===== src/rtl/lane_tx_scheduler_if.sv =====
`default_nettype none
// ============================================================================
// Module      : lane_tx_scheduler_if
// Description : Bundle of the lane-side and serializer-side signals of the
//               four-lane round-robin TX scheduler.
//               master : upstream lane sources + serializer/link control
//               slave  : the scheduler itself
// Ports       : data_Np/valid_Np -> lane bytes in, ready_Np <- lane empty,
//               active/ser_ready -> link up / slot strobe,
//               data_out/valid_out/lane_id/idle_out/tx_count <- slot output
// Revision    : 1.0 - initial release
// ============================================================================
interface lane_tx_scheduler_if;
  logic [7:0] data_0p, data_1p, data_2p, data_3p;
  logic       valid_0p, valid_1p, valid_2p, valid_3p;
  logic       ready_0p, ready_1p, ready_2p, ready_3p;
  logic       active;
  logic       ser_ready;
  logic [7:0] data_out;
  logic       valid_out;
  logic [1:0] lane_id;
  logic       idle_out;
  logic [7:0] tx_count;

  modport master (
    output data_0p, data_1p, data_2p, data_3p,
    output valid_0p, valid_1p, valid_2p, valid_3p,
    output active, ser_ready,
    input  ready_0p, ready_1p, ready_2p, ready_3p,
    input  data_out, valid_out, lane_id, idle_out, tx_count
  );

  modport slave (
    input  data_0p, data_1p, data_2p, data_3p,
    input  valid_0p, valid_1p, valid_2p, valid_3p,
    input  active, ser_ready,
    output ready_0p, ready_1p, ready_2p, ready_3p,
    output data_out, valid_out, lane_id, idle_out, tx_count
  );
endinterface
`default_nettype wire


===== src/rtl/lane_tx_scheduler.sv =====
`default_nettype none
// ============================================================================
// Module      : lane_tx_scheduler
// Description : Merges four parallel byte lanes into one byte stream for the
//               PPTX serializer. One holding register per lane, round-robin
//               grant per serializer slot, IDLE_CODE on empty/link-down slots
//               and a forced IDLE after IDLE_PERIOD consecutive data bytes.
// Ports       : clk_4f - clock (posedge)
//               reset  - asynchronous active-low reset
//               bus    - lane_tx_scheduler_if.slave (lanes, link, output slot)
// Revision    : 1.0 - initial release
// ============================================================================
module lane_tx_scheduler #(
  parameter logic [7:0]  IDLE_CODE   = 8'hBC,
  parameter int unsigned IDLE_PERIOD = 16
) (
  input  logic                  clk_4f,
  input  logic                  reset,
  lane_tx_scheduler_if.slave    bus
);

  localparam logic [7:0] c_idle_period = IDLE_PERIOD[7:0];

  logic [7:0] w_lane_data [4];
  logic [3:0] w_lane_valid;

  logic [7:0] r_hold [4];
  logic [3:0] r_full;
  logic [1:0] r_ptr;
  logic [7:0] r_run;
  logic [7:0] r_data_out;
  logic       r_valid_out;
  logic [1:0] r_lane_id;
  logic       r_idle_out;
  logic [7:0] r_tx_count;

  logic [1:0] w_sel;
  logic [1:0] w_idx;
  logic       w_grant;

  assign w_lane_data[0] = bus.data_0p;
  assign w_lane_data[1] = bus.data_1p;
  assign w_lane_data[2] = bus.data_2p;
  assign w_lane_data[3] = bus.data_3p;
  assign w_lane_valid   = {bus.valid_3p, bus.valid_2p, bus.valid_1p, bus.valid_0p};

  // Ready comes straight from the full flags so no grant path reaches the lanes.
  assign bus.ready_0p  = ~r_full[0];
  assign bus.ready_1p  = ~r_full[1];
  assign bus.ready_2p  = ~r_full[2];
  assign bus.ready_3p  = ~r_full[3];

  assign bus.data_out  = r_data_out;
  assign bus.valid_out = r_valid_out;
  assign bus.lane_id   = r_lane_id;
  assign bus.idle_out  = r_idle_out;
  assign bus.tx_count  = r_tx_count;

  // Scan from the farthest offset back to ptr so the nearest full lane wins.
  always_comb begin
    w_sel = r_ptr;
    w_idx = r_ptr;
    for (int k = 3; k >= 0; k--) begin
      w_idx = r_ptr + 2'(k);
      if (r_full[w_idx]) w_sel = w_idx;
    end
  end

  assign w_grant = bus.active && (|r_full) && (r_run < c_idle_period);

  always_ff @(posedge clk_4f or negedge reset) begin
    if (!reset) begin
      for (int n = 0; n < 4; n++) r_hold[n] <= 8'd0;
      r_full      <= 4'd0;
      r_ptr       <= 2'd0;
      r_run       <= 8'd0;
      r_data_out  <= IDLE_CODE;
      r_valid_out <= 1'b0;
      r_lane_id   <= 2'd0;
      r_idle_out  <= 1'b1;
      r_tx_count  <= 8'd0;
    end else begin
      for (int n = 0; n < 4; n++) begin
        if (w_lane_valid[n] && !r_full[n]) begin
          r_hold[n] <= w_lane_data[n];
          r_full[n] <= 1'b1;
        end
      end

      if (bus.ser_ready) begin
        if (w_grant) begin
          // A granted lane is full, so the capture loop above never touched it.
          r_data_out    <= r_hold[w_sel];
          r_valid_out   <= 1'b1;
          r_idle_out    <= 1'b0;
          r_lane_id     <= w_sel;
          r_full[w_sel] <= 1'b0;
          r_ptr         <= w_sel + 2'd1;
          r_run         <= r_run + 8'd1;
          r_tx_count    <= r_tx_count + 8'd1;
        end else begin
          r_data_out  <= IDLE_CODE;
          r_valid_out <= 1'b0;
          r_idle_out  <= 1'b1;
          r_run       <= 8'd0;
        end
      end
    end
  end

endmodule
`default_nettype wire


===== src/flat_wrapper.sv =====
// flat-port wrapper written by rule: the top's interface ports become plain ports
module lane_tx_scheduler_flat 
#(
  parameter logic [7:0]  IDLE_CODE   = 8'hBC,
  parameter int unsigned IDLE_PERIOD = 16
)
  (clk_4f, reset, bus_data_0p, bus_data_1p, bus_data_2p, bus_data_3p, bus_valid_0p, bus_valid_1p, bus_valid_2p, bus_valid_3p, bus_active, bus_ser_ready, bus_ready_0p, bus_ready_1p, bus_ready_2p, bus_ready_3p, bus_data_out, bus_valid_out, bus_lane_id, bus_idle_out, bus_tx_count);
  lane_tx_scheduler_if bus_i ();
  input  logic clk_4f;
  input  logic reset;
  input wire logic [$bits(bus_i.data_0p)-1:0] bus_data_0p;
  input wire logic [$bits(bus_i.data_1p)-1:0] bus_data_1p;
  input wire logic [$bits(bus_i.data_2p)-1:0] bus_data_2p;
  input wire logic [$bits(bus_i.data_3p)-1:0] bus_data_3p;
  input wire logic [$bits(bus_i.valid_0p)-1:0] bus_valid_0p;
  input wire logic [$bits(bus_i.valid_1p)-1:0] bus_valid_1p;
  input wire logic [$bits(bus_i.valid_2p)-1:0] bus_valid_2p;
  input wire logic [$bits(bus_i.valid_3p)-1:0] bus_valid_3p;
  input wire logic [$bits(bus_i.active)-1:0] bus_active;
  input wire logic [$bits(bus_i.ser_ready)-1:0] bus_ser_ready;
  output wire logic [$bits(bus_i.ready_0p)-1:0] bus_ready_0p;
  output wire logic [$bits(bus_i.ready_1p)-1:0] bus_ready_1p;
  output wire logic [$bits(bus_i.ready_2p)-1:0] bus_ready_2p;
  output wire logic [$bits(bus_i.ready_3p)-1:0] bus_ready_3p;
  output wire logic [$bits(bus_i.data_out)-1:0] bus_data_out;
  output wire logic [$bits(bus_i.valid_out)-1:0] bus_valid_out;
  output wire logic [$bits(bus_i.lane_id)-1:0] bus_lane_id;
  output wire logic [$bits(bus_i.idle_out)-1:0] bus_idle_out;
  output wire logic [$bits(bus_i.tx_count)-1:0] bus_tx_count;
  assign bus_i.data_0p = bus_data_0p;
  assign bus_i.data_1p = bus_data_1p;
  assign bus_i.data_2p = bus_data_2p;
  assign bus_i.data_3p = bus_data_3p;
  assign bus_i.valid_0p = bus_valid_0p;
  assign bus_i.valid_1p = bus_valid_1p;
  assign bus_i.valid_2p = bus_valid_2p;
  assign bus_i.valid_3p = bus_valid_3p;
  assign bus_i.active = bus_active;
  assign bus_i.ser_ready = bus_ser_ready;
  assign bus_ready_0p = bus_i.ready_0p;
  assign bus_ready_1p = bus_i.ready_1p;
  assign bus_ready_2p = bus_i.ready_2p;
  assign bus_ready_3p = bus_i.ready_3p;
  assign bus_data_out = bus_i.data_out;
  assign bus_valid_out = bus_i.valid_out;
  assign bus_lane_id = bus_i.lane_id;
  assign bus_idle_out = bus_i.idle_out;
  assign bus_tx_count = bus_i.tx_count;
  lane_tx_scheduler #(.IDLE_CODE(IDLE_CODE), .IDLE_PERIOD(IDLE_PERIOD)) u_core (.clk_4f(clk_4f), .reset(reset), .bus(bus_i));
endmodule

===== config.mk =====
export PLATFORM = sky130hd
export DESIGN_NAME = lane_tx_scheduler_flat
export DESIGN_NICKNAME = d
export VERILOG_FILES = /design/src/rtl/lane_tx_scheduler_if.sv /design/src/rtl/lane_tx_scheduler.sv /design/src/flat_wrapper.sv
export SDC_FILE = /design/constraint.sdc
export NUM_CORES = 1
export LEC_CHECK = 0
export CORE_ASPECT_RATIO = 1.5
export CORE_UTILIZATION = 49
export CTS_BUF_LIST = sky130_fd_sc_hd__clkbuf_4
export DETAILED_ROUTE_END_ITERATION = 6
export PLACE_DENSITY_LB_ADDON = 0.1
export SYNTH_ARGS = -nofsm -noshare
export SYNTH_HDL_FRONTEND = slang
export SYNTH_SLANG_ARGS = --single-unit
export TNS_END_PERCENT = 5

===== constraint.sdc =====
create_clock -name clk_4f -period 3.73 [get_ports clk_4f]
set_clock_uncertainty 0.15 [all_clocks]
set_input_delay 0.373 -clock clk_4f [delete_from_list [all_inputs] [get_ports clk_4f]]
set_output_delay 0.373 -clock clk_4f [all_outputs]
set_load 0.05 [all_outputs]

After elaboration in Yosys (flattened, before gate mapping)
Index checks and enable logic that the tools add are counted.
{"block": "word_totals", "regBits": 66, "latch_bits": 0, "ramBits": 0, "mem_bits_ro": 0, "out_inout_bits": 24, "elab_cells": 73, "mem_count": 0}
{"block": "op_classes", "addsub": 6, "multipliers": 0, "n_div": 0, "n_lt_le_gt_ge": 8, "n_eq_ne": 0, "shifts": 0, "n_mux": 27, "n_bitwise": 7, "n_reduce_logical": 13}
{"op": "8-bit 2-to-1 mux", "n": 4}
{"op": "8-bit by 1-bit adder with 8-bit output (second input constant)", "n": 2}
{"op": "8-bit binary-select mux with 2-bit select", "n": 1}
{"op": "2-bit by 3-bit < comparator with 1-bit output (second input constant)", "n": 5}
{"op": "1-bit 2-to-1 mux", "n": 11}
{"op": "1-bit binary-select mux with 2-bit select", "n": 4}
{"op": "8-bit by 5-bit < comparator with 1-bit output (second input constant)", "n": 1}
{"op": "2-bit 2-to-1 mux", "n": 4}
{"op": "4-bit 2-to-1 mux", "n": 2}
{"op": "1-bit logical AND", "n": 7}
{"op": "2-bit by 1-bit adder with 2-bit output (second input constant)", "n": 2}
{"op": "2-bit adder (second input constant)", "n": 2}
{"op": "4-bit AND", "n": 1}
{"op": "1-bit zero test", "n": 4}
{"op": "1-bit NOT", "n": 4}
{"op": "4-bit NOT", "n": 1}
{"op": "4-bit OR reduction", "n": 1}
{"op": "3-bit greater-or-equal comparator (second input constant)", "n": 1}
{"op": "2-bit NOT with 3-bit output", "n": 1}
{"op": "1-bit demux with 2-bit select", "n": 1}
{"op": "2-bit by 1-bit greater-or-equal comparator with 1-bit output (second input constant)", "n": 1}
{"op": "2-bit AND reduction", "n": 1}

Logic depth before layout (Yosys ltp)
{"block": "depth", "ltp_word": 15, "ltp_mapped": 7, "mapped_depth_nobuf": 5}

Worst setup path after synthesis
No wires, ideal clock.
{"block": "synth_path", "path_type": "register -> register", "from": "register u_core.r_full[2]", "to": "register u_core.r_data_out[0], in the netlist u_core.bus.data_out[0]", "t_arrival_ns": 1.708, "path_slack_ns": 1.737, "stages_incl_launch_ff": 7, "path_buffers": 1, "synth_period_minus_slack_ns": 1.993, "path_cell_list": "dfrtp_1 inv_1 a311o_1 buf_2 and4_1 a2111oi_1 nor3_1"}
{"block": "synth_between", "elab_chain_len": 11, "word_cells_on_any_way": 20, "cone_classes": "mux: 16; bitwise: 1; reduce/logical: 3"}
{"item": "from (decl)", "line_no": "lane_tx_scheduler.sv:28", "source": "logic [3:0] r_full;"}
{"item": "from (signal assigned)", "line_no": "lane_tx_scheduler.sv:74", "source": "r_full <= 4'd0;"}
{"item": "from (signal, indexed assignment)", "line_no": "lane_tx_scheduler.sv:86", "source": "r_full[n] <= 1'b1;"}
{"item": "from (signal, indexed assignment)", "line_no": "lane_tx_scheduler.sv:97", "source": "r_full[w_sel] <= 1'b0;"}
{"item": "1-bit binary-select mux with 2-bit select", "line_no": "lane_tx_scheduler.sv:65", "source": "if (r_full[w_idx]) w_sel = w_idx;"}
{"item": "1-bit 2-to-1 mux (implied by the code)", "line_no": "lane_tx_scheduler.sv:65"}
{"item": "2-bit 2-to-1 mux (4 in series)", "line_no": "lane_tx_scheduler.sv:65"}
{"item": "2-bit NOT with 3-bit output (implied by the code)", "line_no": "lane_tx_scheduler.sv:93", "source": "r_data_out <= r_hold[w_sel];"}
{"item": "8-bit binary-select mux with 2-bit select", "line_no": "lane_tx_scheduler.sv:93"}
{"item": "8-bit 2-to-1 mux (implied by the code) (2 in series)", "line_no": "lane_tx_scheduler.sv:93"}
{"item": "8-bit 2-to-1 mux (*)", "line_no": "lane_tx_scheduler.sv:91", "source": "if (w_grant) begin"}
{"item": "to (signal assigned)", "line_no": "lane_tx_scheduler.sv:93"}
{"item": "to (decl)", "line_no": "lane_tx_scheduler.sv:31", "source": "logic [7:0] r_data_out;"}
Every way passes the cells marked *; elsewhere a longest branch is shown, timed or not. The select of a mux whose other input is x is not followed.
A chain may end at the register's enable or synchronous reset.

Final worst setup path
{"block": "layout_path", "from": "register u_core.r_full[2]", "to": "register u_core.r_data_out[5], in the netlist u_core.bus.data_out[5]"}
Same word-level chain as after synthesis.

==> impl_metrics.ini <==
[run_status]
status = completed

[pwr]
ir_worst_vdd_v = 0.000394
p_leak_nw = 1.61
p_per_area_nw_per_um2 = 829

[logic_synthesis]
yosys_warnings = 0
ys.flop_type = dfrtp_1
synthesis.nets = 291
synth-seq-area-share_pct = 55.5
synth_common_cells = dfrtp_1, mux2_2, nand2_1
synthArstFlopShare_pct = 100
ys_top_cells_by_area = dfrtp_1, mux2_2, dfstp_2, nor2b_1, a2111oi_1
synth_cells = 249
ys_ff_latch = 66
synth.avg_cell_area_um2 = 12.0
yosysUniqueCellTypes = 43
synth_top_area_cell = dfrtp_1
synth_edf_count = 0
syn_area_um2 = 2990
synth.most_common_cell = dfrtp_1
yosysTopAreaCellShare_pct = 50.2

[clock_network]
clkLatencyLatePin_ns = 0.41
cts_root_buf = clkbuf_4
cts_tree = yes
clkTransAtPathRegs_ns = 0.10
cts.repair.resized = 0
h-tree-depth = 3
clockBufferDepth = 2
post_cts_buffers = 0
cts_made_buffers = 9
cts_sinks = 66

[worst_setup_path]
crit_path_max_incr_delay_ns = 0.67
end_kind = flip-flop
r2r_cells = 6
slowest_stage = o21ai_1
cp_cell_sequence = nor2b_1 > o21ai_1 > nand3_2 > buf_4 > a2111oi_1 > a211oi_1
cp_max_fo = 16
required_ns = 3.91
cp.arrival_ns = 2.74
worst_setup_path_start_kind = flip-flop
crit_type = flip-flop to flip-flop

[timing]
setup_viol = 0
fin_setup_tns_ns = 0
timing.hold.ws_ns = 0.295
setup_slack_ns = 1.17
rsz0062_at_grt = false
tightest_slew_ns = 0.904
drv_slew = 0
min_period_ns = 2.56
final_hold_viol_count = 0
max_freq_ghz = 0.391
relSlewSlack_pct = 39.6
min_period_over_period_pct = 68.5

[place]
pre_cts_slack_ns = 0.954
dp_hpwl_um = 4890
dpl-instance-area_um2 = 3640
port-buffer-count = 63
place_congestion = 0.830
post-place-cells = 370

[route]
drt_iter0_markers = 84
via_count = 2172
drtPass1Iterations = 4
wl_um = 6810
drc = 0
ant_nets = 0
wl_per_cell_um = 17.6
routed_via_density = 5.61

[cells_and_area]
area_delta_synth_final_pct = 26.7
multi_input_area_um2 = 1220
instances_no_fill = 387
regArea_um2 = 1660
final_area_um2 = 3790
num_antenna_cells = 0
fin_nets = 352
num-fill-cells = 484
drive_gt1_share_pct = 20.3

[grt]
grt_max_degree = 46
gr-usage-all-layers_pct = 23.9
grt_pass1_vias = 2211
antenna_found_initial = 0
grt_pass1_wl_um = 11100
grt-ovfl-total = 0

[floorplan]
initial_core_util_pct = 51.3
io_pins = 64
die_h_um = 97.7
rows = 34
die_w_um = 65.8
core_um2 = 5830
dieArea_um2 = 6420

[min_path]
hold_path.class = input port to asynchronous set/reset pin

[flow_run]
drv_cap = 0
-- registers in the layout (all words and copies together), names as in the netlist --
signal,flops
u_core.r_full,4
u_core.r_run,8
u_core.bus.lane_id,2
u_core.bus.tx_count,8
u_core.r_hold,32
u_core.bus.valid_out,1
u_core.bus.idle_out,1
u_core.r_ptr,2
u_core.bus.data_out,8
-- power by group --
part | internal (mW) | leakage (nW) | switching, mW
clock network | 0.223 | 0.0787 | 0.245
registers | 1.01 | 0.800 | 0.224
logic | 0.607 | 0.732 | 0.827
total | 1.84 | 1.61 | 1.30
-- layer usage --
layer	part of all wire [%]	track usage, %	up-vias
met2	53	38.9	62
met3	3.1	3.87	16
met1	40	28.8	1059
li1	-	-	1035
met5	0	0	-
met4	3.5	14.4	0
-- kinds of logic after synthesis --
group	after synthesis	share of synthesized area (%)
mux	33	12.4
fa+ha+maj	2	0.837
flops	66	55.5
buf+inv	23	3.64
compound gates	47	11.4
xor+xnor	8	2.34
simple gates	70	13.9
-- what timing repair did --
item,4_1_cts,5_1_grt
endpoints found under the hold margin,16,0
endpoints found under the setup margin,0,0
hold buffers,1,0
-- critical path, delay by kind of cell, from the launching register on --
kind | cells | cell delay, ns
AOI/OAI and AO/OA | 3 | 1.23
buffers and inverters | 1 | 0.25
DFF | 1 | 0.47
and+or+nand+nor | 2 | 0.38
-- placed cells by master, fill, tap and decap left out, types with 10 or more instances in the layout --
cell,netlist,layout
clkbuf_4,0,12
nor2b_1,14,14
nand2_1,15,15
clkdlybuf4s50_1,0,62
dfrtp_1,60,60
mux2_2,32,32
a21oi_1,10,10
nor2_1,13,13
-- stage by stage --
stage	utilization (%)	total power [mW]
floorplan	-	2.24
global placement	62.5	2.66
detailed placement	62.5	2.69
CTS	65.0	3.15
global route	65.0	3.32
finish	65.0	3.14
-- worst paths after layout --
check                                  startpoint                      to  slack, ns
min reg2reg                u_core.bus.tx_count[7]  u_core.bus.tx_count[7]       0.32
min                                         reset        u_core.r_hold[2]       0.30
max                              u_core.r_full[2]  u_core.bus.data_out[5]       1.17
min in group clk_4f        u_core.bus.tx_count[7]  u_core.bus.tx_count[7]       0.32
max reg2reg                      u_core.r_full[2]  u_core.bus.data_out[5]       1.17
max in group asynchronous                   reset        u_core.r_hold[6]       2.18
-- final cells by class --
cell class / count / area share, %
clock buffer: 12 / 2.38
clock inverter: 4 / 1.16
inverter: 5 / 0.495
multi-input combinational: 160 / 32.2
sequential: 66 / 43.8
tap: 72 / 2.38
timing repair buffer: 68 / 17.6
(Power assumes the default switching activity.)
